[src/rtl/axis_sample_assembler_if.sv]
// axis_sample_assembler_if
// Bundles the byte-stream input and the assembled sample output of
// axis_sample_assembler.
//   slave  : assembler side (consumes bytes, produces samples)
//   master : byte source / sample consumer side
// Signals:
//   i_frame_start, i_byte_valid, i_byte, i_err_clr : byte stream + error clear
//   o_x, o_y, o_z, o_valid                         : assembled samples
//   o_busy, o_err_timeout, o_drop_cnt              : status
interface axis_sample_assembler_if #(
    parameter int DATA_WIDTH = 16
);
    logic                  i_frame_start;
    logic                  i_byte_valid;
    logic [7:0]            i_byte;
    logic                  i_err_clr;
    logic [DATA_WIDTH-1:0] o_x;
    logic [DATA_WIDTH-1:0] o_y;
    logic [DATA_WIDTH-1:0] o_z;
    logic                  o_valid;
    logic                  o_busy;
    logic                  o_err_timeout;
    logic [7:0]            o_drop_cnt;

    modport slave (
        input  i_frame_start, i_byte_valid, i_byte, i_err_clr,
        output o_x, o_y, o_z, o_valid, o_busy, o_err_timeout, o_drop_cnt
    );

    modport master (
        output i_frame_start, i_byte_valid, i_byte, i_err_clr,
        input  o_x, o_y, o_z, o_valid, o_busy, o_err_timeout, o_drop_cnt
    );
endinterface

[src/rtl/axis_sample_assembler.sv]
// axis_sample_assembler
// Collects a 6-byte burst (X0,X1,Y0,Y1,Z0,Z1, little-endian) into three
// held axis samples, publishing all three together with a one-cycle o_valid.
// Partial frames are aborted on an inter-byte timeout or on a new
// frame_start; aborts are counted in a saturating drop counter.
// Ports:
//   clk     : rising-edge clock
//   i_rstn  : synchronous active-low reset
//   bus     : axis_sample_assembler_if.slave (byte stream in, samples/status out)
//
// state   | meaning
// --------+---------------------------------------------------
// IDLE    | waiting for i_frame_start, stray bytes ignored
// COLLECT | frame in progress, r_idx = next byte slot
module axis_sample_assembler #(
    parameter int TIMEOUT_CYCLES = 1024,
    parameter int DATA_WIDTH     = 16
) (
    input  logic                          clk,
    input  logic                          i_rstn,
    axis_sample_assembler_if.slave        bus
);
    localparam int TW = $clog2(TIMEOUT_CYCLES) + 1;

    typedef enum logic {S_IDLE, S_COLLECT} state_t;

    state_t                r_state;
    logic [2:0]            r_idx;
    logic [TW-1:0]         r_timer;
    logic [7:0]            r_shadow [0:4];
    logic [DATA_WIDTH-1:0] r_x, r_y, r_z;
    logic                  r_valid;
    logic                  r_err;
    logic [7:0]            r_drop;

    logic [TW-1:0]         w_timer_inc;
    logic [7:0]            w_drop_abort;

    assign w_timer_inc = r_timer + TW'(1);

    // An abort in the same cycle as i_err_clr still counts: the clear
    // is overridden and the counter restarts at one.
    always_comb begin
        w_drop_abort = '0;
        if (bus.i_err_clr)
            w_drop_abort = 8'd1;
        else if (r_drop == 8'hFF)
            w_drop_abort = 8'hFF;
        else
            w_drop_abort = r_drop + 8'd1;
    end

    // Sign-extend from bit 15 or truncate to DATA_WIDTH.
    function automatic logic [DATA_WIDTH-1:0] f_ext(input logic [15:0] raw);
        return DATA_WIDTH'($signed(raw));
    endfunction

    always_ff @(posedge clk) begin
        if (!i_rstn) begin
            r_state <= S_IDLE;
            r_idx   <= '0;
            r_timer <= '0;
            for (int k = 0; k < 5; k++) r_shadow[k] <= '0;
            r_x     <= '0;
            r_y     <= '0;
            r_z     <= '0;
            r_valid <= 1'b0;
            r_err   <= 1'b0;
            r_drop  <= '0;
        end else begin
            r_valid <= 1'b0;
            if (bus.i_err_clr) begin
                r_err  <= 1'b0;
                r_drop <= '0;
            end
            case (r_state)
                S_IDLE: begin
                    if (bus.i_frame_start) begin
                        r_state <= S_COLLECT;
                        r_timer <= '0;
                        if (bus.i_byte_valid) begin
                            r_shadow[0] <= bus.i_byte;
                            r_idx       <= 3'd1;
                        end else begin
                            r_idx <= 3'd0;
                        end
                    end
                end
                S_COLLECT: begin
                    if (bus.i_frame_start) begin
                        r_drop  <= w_drop_abort;
                        r_timer <= '0;
                        if (bus.i_byte_valid) begin
                            r_shadow[0] <= bus.i_byte;
                            r_idx       <= 3'd1;
                        end else begin
                            r_idx <= 3'd0;
                        end
                    end else if (bus.i_byte_valid) begin
                        // A byte always beats a coincident timeout.
                        r_timer <= '0;
                        if (r_idx == 3'd5) begin
                            r_x     <= f_ext({r_shadow[1], r_shadow[0]});
                            r_y     <= f_ext({r_shadow[3], r_shadow[2]});
                            r_z     <= f_ext({bus.i_byte, r_shadow[4]});
                            r_valid <= 1'b1;
                            r_state <= S_IDLE;
                            r_idx   <= 3'd0;
                        end else begin
                            for (int k = 0; k < 5; k++)
                                if (r_idx == 3'(k)) r_shadow[k] <= bus.i_byte;
                            r_idx <= r_idx + 3'd1;
                        end
                    end else if (w_timer_inc == TW'(TIMEOUT_CYCLES - 1)) begin
                        r_state <= S_IDLE;
                        r_idx   <= 3'd0;
                        r_timer <= '0;
                        r_err   <= 1'b1;
                        r_drop  <= w_drop_abort;
                    end else begin
                        r_timer <= w_timer_inc;
                    end
                end
                default: r_state <= S_IDLE;
            endcase
        end
    end

    assign bus.o_x           = r_x;
    assign bus.o_y           = r_y;
    assign bus.o_z           = r_z;
    assign bus.o_valid       = r_valid;
    assign bus.o_busy        = (r_state == S_COLLECT);
    assign bus.o_err_timeout = r_err;
    assign bus.o_drop_cnt    = r_drop;
endmodule

[src/flat_wrapper.sv]
// flat-port wrapper written by rule: the top's interface ports become plain ports
module axis_sample_assembler_flat 
#(
    parameter int TIMEOUT_CYCLES = 1024,
    parameter int DATA_WIDTH     = 16
)
  (clk, i_rstn, bus_i_frame_start, bus_i_byte_valid, bus_i_byte, bus_i_err_clr, bus_o_x, bus_o_y, bus_o_z, bus_o_valid, bus_o_busy, bus_o_err_timeout, bus_o_drop_cnt);
  axis_sample_assembler_if #(.DATA_WIDTH(DATA_WIDTH)) bus_i ();
  input  logic clk;
  input  logic i_rstn;
  input wire logic [$bits(bus_i.i_frame_start)-1:0] bus_i_frame_start;
  input wire logic [$bits(bus_i.i_byte_valid)-1:0] bus_i_byte_valid;
  input wire logic [$bits(bus_i.i_byte)-1:0] bus_i_byte;
  input wire logic [$bits(bus_i.i_err_clr)-1:0] bus_i_err_clr;
  output wire logic [$bits(bus_i.o_x)-1:0] bus_o_x;
  output wire logic [$bits(bus_i.o_y)-1:0] bus_o_y;
  output wire logic [$bits(bus_i.o_z)-1:0] bus_o_z;
  output wire logic [$bits(bus_i.o_valid)-1:0] bus_o_valid;
  output wire logic [$bits(bus_i.o_busy)-1:0] bus_o_busy;
  output wire logic [$bits(bus_i.o_err_timeout)-1:0] bus_o_err_timeout;
  output wire logic [$bits(bus_i.o_drop_cnt)-1:0] bus_o_drop_cnt;
  assign bus_i.i_frame_start = bus_i_frame_start;
  assign bus_i.i_byte_valid = bus_i_byte_valid;
  assign bus_i.i_byte = bus_i_byte;
  assign bus_i.i_err_clr = bus_i_err_clr;
  assign bus_o_x = bus_i.o_x;
  assign bus_o_y = bus_i.o_y;
  assign bus_o_z = bus_i.o_z;
  assign bus_o_valid = bus_i.o_valid;
  assign bus_o_busy = bus_i.o_busy;
  assign bus_o_err_timeout = bus_i.o_err_timeout;
  assign bus_o_drop_cnt = bus_i.o_drop_cnt;
  axis_sample_assembler #(.TIMEOUT_CYCLES(TIMEOUT_CYCLES), .DATA_WIDTH(DATA_WIDTH)) u_core (.clk(clk), .i_rstn(i_rstn), .bus(bus_i));
endmodule
[config.mk]
export PLATFORM = sky130hd
export DESIGN_NAME = axis_sample_assembler_flat
export DESIGN_NICKNAME = d
export VERILOG_FILES = /design/src/rtl/axis_sample_assembler_if.sv /design/src/rtl/axis_sample_assembler.sv /design/src/flat_wrapper.sv
export SDC_FILE = /design/constraint.sdc
export NUM_CORES = 1
export LEC_CHECK = 0
export ABC_AREA = 1
export BUFFER_PORTS_ARGS = -buffer_cell sky130_fd_sc_hd__clkbuf_2
export CAP_MARGIN = 20
export CORE_MARGIN = 1
export CORE_UTILIZATION = 40
export DETAILED_ROUTE_END_ITERATION = 6
export PLACE_DENSITY = 0.69
export SLEW_MARGIN = 20
export SYNTH_ARGS = -nofsm -noshare
export SYNTH_HDL_FRONTEND = slang
export SYNTH_SLANG_ARGS = --single-unit
[constraint.sdc]
create_clock -name clk -period 2.6 [get_ports clk]
set_input_delay 0 -clock clk [delete_from_list [all_inputs] [get_ports clk]]
set_output_delay 0 -clock clk [all_outputs]
set_load 0.005 [all_outputs]
==> results of run 1 <==
[logic make-up after synthesis]
group,Yosys count,share of synthesized area [%]
AND/OR/NAND/NOR,264,24.0
adder cells (fa/ha/maj),4,1.05
buffers and inverters,75,6.20
flip-flops,113,55.9
AO/OA/AOI/OAI,113,12.5
XOR/XNOR,2,0.368
[placed cells by master (no fill, tap or decap), types with 3 or more instances in the layout]
cell type	n
sky130_fd_sc_hd__clkbuf_16	17
sky130_fd_sc_hd__buf_4	7
sky130_fd_sc_hd__nor2_2	6
sky130_fd_sc_hd__a21oi_1	35
sky130_fd_sc_hd__o21ai_0	68
sky130_fd_sc_hd__clkbuf_2	71
sky130_fd_sc_hd__edfxtp_1	40
sky130_fd_sc_hd__nand3_1	24
sky130_fd_sc_hd__o211ai_1	4
sky130_fd_sc_hd__inv_6	10
sky130_fd_sc_hd__dlygate4sd3_1	9
sky130_fd_sc_hd__ha_1	4
sky130_fd_sc_hd__nand2_2	5
sky130_fd_sc_hd__nand2_1	96
sky130_fd_sc_hd__nor2_1	115
sky130_fd_sc_hd__nor2_4	4
sky130_fd_sc_hd__inv_1	48
sky130_fd_sc_hd__dfxtp_1	73
sky130_fd_sc_hd__nand4_1	3
[registers in the layout, indices dropped and copies added (netlist names)]
name                      flops
u_core.bus.o_busy             1
u_core.bus.o_drop_cnt         8
u_core.bus.o_err_timeout      1
u_core.bus.o_valid            1
u_core.bus.o_x               16
u_core.bus.o_y               16
u_core.bus.o_z               16
u_core.r_idx                  3
u_core.r_shadow              40
u_core.r_timer               11
[routing by layer]
metal	vias to the layer above	routed length [um]
li1	2038	-
met1	1916	5130
met2	130	5370
met3	12	670
met4	0	104
met5	-	0
[critical path, stage by stage]
cell and delay, ns:
sky130_fd_sc_hd__dlygate4sd3_1 0.52, sky130_fd_sc_hd__clkbuf_2 0.17, sky130_fd_sc_hd__inv_1 0.11, sky130_fd_sc_hd__nor2_4 0.20, sky130_fd_sc_hd__nand2_1 0.19, sky130_fd_sc_hd__nor2_1 0.17
sky130_fd_sc_hd__nand2_1 0.10, sky130_fd_sc_hd__inv_1 0.09, sky130_fd_sc_hd__nand2_1 0.05, sky130_fd_sc_hd__o31ai_1 0.06, sky130_fd_sc_hd__inv_1 0.09, sky130_fd_sc_hd__nand4_1 0.10
sky130_fd_sc_hd__a21oi_2 0.11, sky130_fd_sc_hd__nor2_1 0.42
[cell type report]
| type | count | area [sq um] |
|---|---|---|
| clock buffer | 17 | 425 |
| multi-input combinational | 383 | 1810 |
| clock inverter | 15 | 163 |
| tap | 143 | 179 |
| inverter | 52 | 201 |
| timing repair buffer | 87 | 498 |
| sequential | 113 | 2660 |
| fill | 1088 | 5570 |
[metrics by stage]
step / util, % / std cells
final: 51.6 / 810
after global routing: 51.6 / 810
after CTS: 51.6 / 810
after detailed placement: 45.7 / 769
after global placement: 45.7 / 769
after floorplan: - / 571
[power by group through the flow]
stage	Sequential (mW)	Clock [mW]	Combinational (mW)
CTS	1.90	2.34	0.166
global route	1.90	2.43	0.182
global placement	1.93	0	0.153
detailed placement	1.94	0	0.155
floorplan	1.93	0	0.0978
finish	1.90	2.29	0.167
[Yosys cell counts (all sizes together) (4+ instances only)]
cell type  instances  share of area (%)
o21ai             69                7.3
ha                 4                1.1
a21oi             36                3.9
o211ai             4               0.63
inv               50                4.0
buf                6               0.63
clkbuf            17                1.3
nand3             27                3.3
edfxtp            40                 25
nand2            102                8.5
nor2             126                 11
dfxtp             73                 31
[how the worst max path moves through the flow]
stage               slack, ns                     to         startpoint  cells after the start
detailed placement       0.43  u_core.r_shadow[2][6]    u_core.r_idx[0]                      9
CTS                      0.35  u_core.r_shadow[2][6]   bus_i_byte_valid                     14
global placement         0.57  u_core.r_shadow[1][5]    u_core.r_idx[0]                      9
floorplan                0.73  u_core.r_shadow[1][0]  u_core.bus.o_busy                      5
global route             0.06  u_core.r_shadow[2][6]   bus_i_byte_valid                     14
finish                   0.34  u_core.r_shadow[2][5]   bus_i_byte_valid                     14
==> impl_metrics.tcl, run 1 <==
set metrics [dict create \
    status "finished with violations" \
    failed_checks "DRC" \
    power_density_nw_per_um2 734 \
    placement.cell_area_sq_um 5270 \
    antenna_cells 0 \
    register_bit_total_from_synthesis 113 \
    finalHoldWorstSlack_ns 0.00667 \
    clock_insertion_delay_at_the_later_pin_of_the_skew_report_ns 0.41 \
    fp.dieArea_sq_um 12400 \
    synthesis.nets 588 \
    synth.avg_cell_area_sq_um 8.34 \
    clk_pin_slew_ns 0.06 \
    synth-edff-count 40 \
    net_switching_power_figure_mw 1.07 \
    vias 4096 \
    seq_power_share_pct 43.5 \
    routabilityCongestion 0.864 \
    min_tclk_post_route_ns 2.26 \
    remaining_drc_errors 17 \
    rr_worst_depth 9 \
    drt.antenna.violating_nets 0 \
    slew_headroom_pct 62.8 \
    synthFlopType "sky130_fd_sc_hd__dfxtp_1" \
    layout-area-overhead-vs-synth_pct 24.7 \
    timing.critical_path.fanout_max 8 \
    yosys_warnings 0 \
    drv_cap 0 \
    drt_first_pass_iters 7 \
    async_reset_ff_share_pct 0 \
    die-height_um 111 \
    die_w_um 111 \
    finish.net_count 671 \
    max-clock-path-buffers 2 \
    number_of_global_route_vias_before_repair 3923 \
    drt-wirelength-per-cell_um 13.9 \
    timing_worst_slew_pin_value_ns 0.556 \
    ctsRootBufferMaster "sky130_fd_sc_hd__clkbuf_16" \
    period_share_pct 86.8 \
    max_clock_freq_mhz 443 \
    min-delay-start "bus_i_err_clr" \
    final-hold-violation-count 0 \
    initialDrtViolationCount 271 \
    gr-usage-met1_pct 24.4 \
    hold-path-cell-count 4 \
    ios 72 \
    postCtsSetupRepairBufs 0 \
    initial_core_util_pct 41.4 \
    final_critical_path_setup_slack_ns 0.342 \
    setup_total_negative_slack_ns 0 \
    overall_global_routing_resource_usage_pct 19.1 \
    setup_ws_pre_cts_ns 0.430 \
    report.final.setup_viol 0 \
    gr-max-usage-layer "met2" \
    timing.critical_path.to_type "flip-flop" \
    power_switching_share_pct 24.5 \
    r2r-end "u_core.r_shadow[2][5]" \
    cts_made_buffers 17 \
    grt_pass1_wl_um 18600 \
    hold_path_class "input port to flip-flop" \
    placeableCoreArea_sq_um 11500 \
    tritoncts "built" \
    power_report.internal_total_mw 3.29 \
    grt_util_met2_pct 31.4 \
    hold_path_end "u_core.bus.o_drop_cnt[4]" \
    hold_buffers 9 \
    largest_net_degree_at_the_start_of_global_routing 60 \
    final-max-slew-violation-count 0 \
    grt.met3_usage_pct 4.70 \
    via_per_inst 5.06 \
    routed_wirelength_um 11300 \
    timing.rr.start "u_core.r_idx[0]" \
    cts_resized 0 \
    pwr-share-clk_pct 52.6 \
    distinct_cells_synth 35 \
    ctsHtreeMaxLevel 4 \
    totalPowerFinal_mw 4.36 \
    crit_type "input port to flip-flop" \
    fin_area_sq_um 5940 \
    required_ns 2.74 \
    synth_sequential_area_ratio_pct 55.9 \
    p_leak_nw 2.60 \
    post_synth_inst_count 571 \
    io_buffer_count 71 \
    skew_ns 0.0123 \
    grt_overflow_total 0 \
    comb_power_share_pct 3.8 \
    peakVddDrop_uv 466 \
    syn-cell-area_sq_um 4760 \
    grt_setup_unrepaired "false" \
    core.rowCount 39 \
    critPathLaunchType "input port" \
    r2r_slack_ns 0.42 \
    crit_arrival_ns 2.39 \
    cts.sinks 113 \
    detailed_place_hpwl_um 7540 \
    fraction_of_layout_cells_with_a_size_suffix_above_1_pct 20.7 \
    antenna_found_initial 0 \
]
(Power assumes the default switching activity.)
==> run 2: changes to the inputs <==
BUFFER_PORTS_ARGS = default   (was -buffer_cell sky130_fd_sc_hd__clkbuf_2)
CORE_ASPECT_RATIO = 0.6   (was default)
DONT_BUFFER_PORTS = 1   (was default)
PLACE_DENSITY = 0.64   (was 0.69)
==> impl_metrics.tcl, run 2 (same netlist as run 1, synthesis figures left out) <==
set metrics [dict create \
    overall_global_routing_resource_usage_pct 19.5 \
    placeableCoreArea_sq_um 11400 \
    cts.sinks 113 \
    min_tclk_post_route_ns 2.38 \
    finalHoldWorstSlack_ns 0.0325 \
    max-clock-path-buffers 2 \
    setup_ws_pre_cts_ns 0.502 \
    die-height_um 86.5 \
    number_of_global_route_vias_before_repair 3524 \
    crit_arrival_ns 2.67 \
    ctsRootBufferMaster "sky130_fd_sc_hd__clkbuf_16" \
    die_w_um 143 \
    antenna_cells 0 \
    peakVddDrop_uv 308 \
    fin_area_sq_um 5710 \
    grt_overflow_total 0 \
    placed_cells_incl_taps 714 \
    ctsHtreeMaxLevel 4 \
    routabilityCongestion 0.845 \
    met2_wirelength_um 4860 \
    ios 72 \
    grt_setup_unrepaired "false" \
    initial_core_util_pct 41.6 \
    layout-area-overhead-vs-synth_pct 19.9 \
    drt-wirelength-per-cell_um 15.1 \
    critPathLaunchType "flip-flop" \
    finish.net_count 605 \
    number_of_flip_flops_under_the_largest_register_name 40 \
    io_buffer_count 0 \
    tritoncts "built" \
    largest-register "u_core.r_shadow" \
    clock_insertion_delay_at_the_later_pin_of_the_skew_report_ns 0.40 \
    met3WireLength_um 1000 \
    fraction_of_layout_cells_with_a_size_suffix_above_1_pct 12.0 \
    cts_made_buffers 17 \
    period_share_pct 91.5 \
    required_ns 2.89 \
    final_cell_mix "sky130_fd_sc_hd__nor2_1 (114), sky130_fd_sc_hd__nand2_1 (96), sky130_fd_sc_hd__dfxtp_1 (70)" \
    layout_commonest_cell "sky130_fd_sc_hd__nor2_1" \
    detailed_place_hpwl_um 7710 \
    power_density_nw_per_um2 773 \
    top_layer_used "met4" \
    routed_wirelength_um 11500 \
    vias 3769 \
    antenna_found_initial 0 \
    setup_total_negative_slack_ns 0 \
    final_critical_path_setup_slack_ns 0.220 \
    hold_path_class "input port to flip-flop" \
    postCtsSetupRepairBufs 0 \
    remaining_drc_errors 0 \
    largest_net_degree_at_the_start_of_global_routing 57 \
    initialDrtViolationCount 282 \
    max_clock_freq_mhz 420 \
    slew_headroom_pct 50.4 \
    crit_type "flip-flop to flip-flop" \
    grt_pass1_wl_um 18100 \
    timing.critical_path.to_type "flip-flop" \
    final_util_pct 49.9 \
    final-instance-count-excl-fill 761 \
    placement.cell_area_sq_um 4920 \
    drt_first_pass_iters 4 \
    fp.dieArea_sq_um 12400 \
    status "finished, final reports clean" \
    drt.antenna.violating_nets 0 \
    timing_worst_slew_pin_value_ns 0.743 \
    via_per_inst 4.95 \
    p_leak_nw 2.31 \
    wl_met1_um 5580 \
    skew_ns 0.00543 \
    final-max-slew-violation-count 0 \
    timing.critical_path.fanout_max 8 \
    drv_cap 0 \
    report.final.setup_viol 0 \
    totalPowerFinal_mw 4.42 \
    core.rowCount 30 \
    final-hold-violation-count 0 \
    clk_pin_slew_ns 0.05 \
]
run 2: cell types whose count changed in the layout (fill, tap and decap cells not counted), sizes merged:
cell / delta
bufinv: +1
dlygate4sd3: +5
clkbuf: -68
clkinvlp: +2
clkinv: +4
inv: -10
run 2: path summary, 6_finish.rpt:
| kind | slack, ns | start | cells past startpoint | to |
|---|---|---|---|---|
| worst max-delay path | 0.22 | u_core.r_timer[1] | 13 | u_core.bus.o_drop_cnt[5] |
| worst min-delay path | 0.03 | bus_i_byte_valid | 4 | u_core.r_idx[1] |
| worst max register to register | 0.22 | u_core.r_timer[1] | 13 | u_core.bus.o_drop_cnt[5] |
| worst min register to register | 0.47 | u_core.r_shadow[3][6] | 2 | u_core.bus.o_y[14] |
run 2: repair_timing:
| action | in CTS | in global routing |
|---|---|---|
| gates resized for setup | 0 | 7 |
| endpoints found under the setup margin | 0 | 1 |
| hold buffers | 15 | 0 |
| endpoints found under the hold margin | 116 | 0 |
run 2: layout make-up:
cell class / count / area [sq um]
Clock buffer: 20 / 489
Clock inverter: 12 / 128
Fill cell: 1037 / 5730
Inverter: 52 / 201
Multi-Input combinational cell: 383 / 1820
Sequential cell: 113 / 2670
Tap cell: 160 / 200
Timing Repair Buffer: 21 / 205
run 2: critical path, cell delays in order, from the launching register on:
cell,delay (ns)
sky130_fd_sc_hd__dfxtp_2,0.36
sky130_fd_sc_hd__ha_2,0.21
sky130_fd_sc_hd__nand3_2,0.14
sky130_fd_sc_hd__nor2_4,0.14
sky130_fd_sc_hd__nand2_1,0.06
sky130_fd_sc_hd__nand2_1,0.07
sky130_fd_sc_hd__nand3_1,0.12
sky130_fd_sc_hd__nor2_4,0.17
sky130_fd_sc_hd__nand2_2,0.10
sky130_fd_sc_hd__clkinv_2,0.11
sky130_fd_sc_hd__nand2_1,0.06
sky130_fd_sc_hd__o211ai_1,0.07
sky130_fd_sc_hd__a21oi_1,0.08
sky130_fd_sc_hd__dlygate4sd3_1,0.55
run 2: metal layers:
metal / vias up / global-route usage (%)
li1: 1908 / -
met1: 1759 / 26.9
met2: 94 / 27.4
met3: 8 / 8.45
met4: 0 / 6.16
met5: - / 0
run 2: power breakdown:
group | leakage (nW) | total, mW | internal (mW) | switching (mW)
logic | 1.01 | 0.159 | 0.0477 | 0.112
clock network | 0.294 | 2.36 | 1.55 | 0.812
registers | 1.01 | 1.90 | 1.88 | 0.0214
==> run 3: changes to the inputs <==
CTS_BUF_LIST = sky130_fd_sc_hd__clkbuf_8 sky130_fd_sc_hd__clkbuf_16   (was default)
PLACE_DENSITY = 0.66   (was 0.64)
REMOVE_ABC_BUFFERS = 1   (was default)
==> impl_metrics.tcl, run 3 (same netlist as run 1, synthesis figures left out) <==
set metrics [dict create \
    ios 72 \
    number_of_flip_flops_under_the_largest_register_name 40 \
    p_leak_nw 2.28 \
    critPathLaunchType "flip-flop" \
    max-clock-path-buffers 2 \
    critPathMostFrequentCell "sky130_fd_sc_hd__nand2_1" \
    final-max-slew-violation-count 0 \
    totalPowerFinal_mw 4.17 \
    routabilityCongestion 0.879 \
    finish.net_count 605 \
    final_cell_mix "sky130_fd_sc_hd__nor2_1 (115), sky130_fd_sc_hd__nand2_1 (96), sky130_fd_sc_hd__dfxtp_1 (71)" \
    grt_pass1_wl_um 17600 \
    power_report.internal_total_mw 3.23 \
    grt_setup_unrepaired "false" \
    critical_path_cell_list "ha_2 -> nand3_2 -> nor2_4 -> nand2_1 -> nand2_1 -> nand3_1 -> nor2_4 -> nand2_2 -> clkinv_2 -> nand2_1 -> o211ai_1 -> a21oi_1 -> dlygate4sd3_1" \
    final_critical_path_setup_slack_ns 0.184 \
    max_clock_freq_mhz 414 \
    cpMaxStageDelayCell "sky130_fd_sc_hd__dlygate4sd3_1" \
    layout-area-overhead-vs-synth_pct 18.4 \
    io_buffer_count 0 \
    max_stage_delay_ns 0.54 \
    drt.antenna.violating_nets 0 \
    overall_global_routing_resource_usage_pct 18.5 \
    initialDrtViolationCount 270 \
    clk_pin_slew_ns 0.05 \
    layout_commonest_cell "sky130_fd_sc_hd__nor2_1" \
    number_of_global_route_vias_before_repair 3588 \
    die_w_um 143 \
    drt-wirelength-per-cell_um 14.6 \
    antenna_cells 0 \
    final-instance-count-excl-fill 761 \
    status "finished, final reports clean" \
    ctsRootBufferMaster "sky130_fd_sc_hd__clkbuf_16" \
    fraction_of_layout_cells_with_a_size_suffix_above_1_pct 11.5 \
    initial_core_util_pct 41.6 \
    period_share_pct 92.9 \
    drt_first_pass_iters 6 \
    required_ns 2.88 \
    skew_ns 0.00853 \
    placed_cells_incl_taps 714 \
    min_tclk_post_route_ns 2.42 \
    fill_cells 1082 \
    report.final.setup_viol 0 \
    core.rowCount 30 \
    drv_cap 0 \
    largest_net_degree_at_the_start_of_global_routing 57 \
    vias 3864 \
    clock_insertion_delay_at_the_later_pin_of_the_skew_report_ns 0.40 \
    antenna_found_initial 0 \
    setup_ws_pre_cts_ns 0.547 \
    die-height_um 86.5 \
    via_per_inst 5.08 \
    postCtsSetupRepairBufs 0 \
    largest-register "u_core.r_shadow" \
    remaining_drc_errors 0 \
    crit_type "flip-flop to flip-flop" \
    peakVddDrop_uv 373 \
    hold_path_class "input port to flip-flop" \
    final-hold-violation-count 0 \
    pwr-share-clk_pct 50.7 \
    grt_overflow_total 0 \
    seq_power_share_pct 45.5 \
    timing.critical_path.fanout_max 8 \
    cts.sinks 113 \
    net_switching_power_figure_uw 943 \
    placeableCoreArea_sq_um 11400 \
    power_density_nw_per_um2 740 \
    fp.dieArea_sq_um 12400 \
    routed_wirelength_um 11100 \
    tritoncts "built" \
    timing_worst_slew_pin_value_ns 0.625 \
    cts_made_buffers 17 \
    timing.critical_path.to_type "flip-flop" \
    power_switching_share_pct 22.6 \
    comb_power_share_pct 3.8 \
    crit_arrival_ns 2.70 \
    slew_headroom_pct 58.2 \
    ctsHtreeMaxLevel 4 \
    detailed_place_hpwl_um 7220 \
]
[run 3: path summary, 6_finish.rpt]
| path | from | end | slack, ns | cells past startpoint |
|---|---|---|---|---|
| setup / recovery | u_core.r_timer[1] | u_core.bus.o_drop_cnt[7] | 0.18 | 13 |
| hold / removal | bus_i_byte_valid | u_core.r_idx[1] | 0.02 | 4 |
| setup reg to reg | u_core.r_timer[1] | u_core.bus.o_drop_cnt[7] | 0.18 | 13 |
| hold reg to reg | u_core.r_shadow[2][4] | u_core.bus.o_y[4] | 0.47 | 2 |
[run 3: metal layers]
layer  wire, um  global-route usage [%]
met5          0                       0
met4         86                    6.45
met3        767                    4.70
met2       4900                    27.7
met1       5330                    26.0
[run 3: timing repair]
| item | in CTS | in global routing |
|---|---|---|
| gates resized for setup | 0 | 4 |
| hold buffers | 15 | 0 |
| hold endpoints to repair | 112 | 0 |
| setup endpoints to repair | 0 | 1 |
[run 3: layout make-up]
cell class              count  area (sq um)  area share [%]
well taps                 160           200            3.55
flip-flops and latches    113          2670            47.3
clock inverters            15           120            2.13
repair buffers             21           205            3.64
clock buffers              17           425            7.54
multi-input cells         383          1820            32.3
inverters                  52           201            3.57
[run 3: per-stage QoR]
step	instance area (sq um)	util [%]	hold slack, ns	setup TNS [ns]
after floorplan	4670	-	0.136	-34.19
final	5640	49.3	0.0164	0
after detailed placement	4920	43.0	0.144	0
after global routing	5640	49.3	0.0648	0
after global placement	4920	43.0	0.145	0
after CTS	5630	49.2	0.00664	0
[run 3: power groups by stage]
stage	Clock, mW	Combinational [mW]	Sequential [mW]
6_report	2.11	0.159	1.90
5_1_grt	2.23	0.175	1.90
4_1_cts	2.15	0.158	1.90
3_5_place_dp	0	0.123	1.94
3_3_place_gp	0	0.119	1.94
2_1_floorplan	0	0.0818	1.93
[run 3: worst max-delay path: cells and delay by family, from the launching register on]
| kind | cells | cell delay [ns] |
|---|---|---|
| AOI/OAI and AO/OA | 2 | 0.16 |
| adders and majority gates | 1 | 0.21 |
| buffers and inverters | 2 | 0.66 |
| DFF | 1 | 0.37 |
| and+or+nand+nor | 8 | 0.89 |
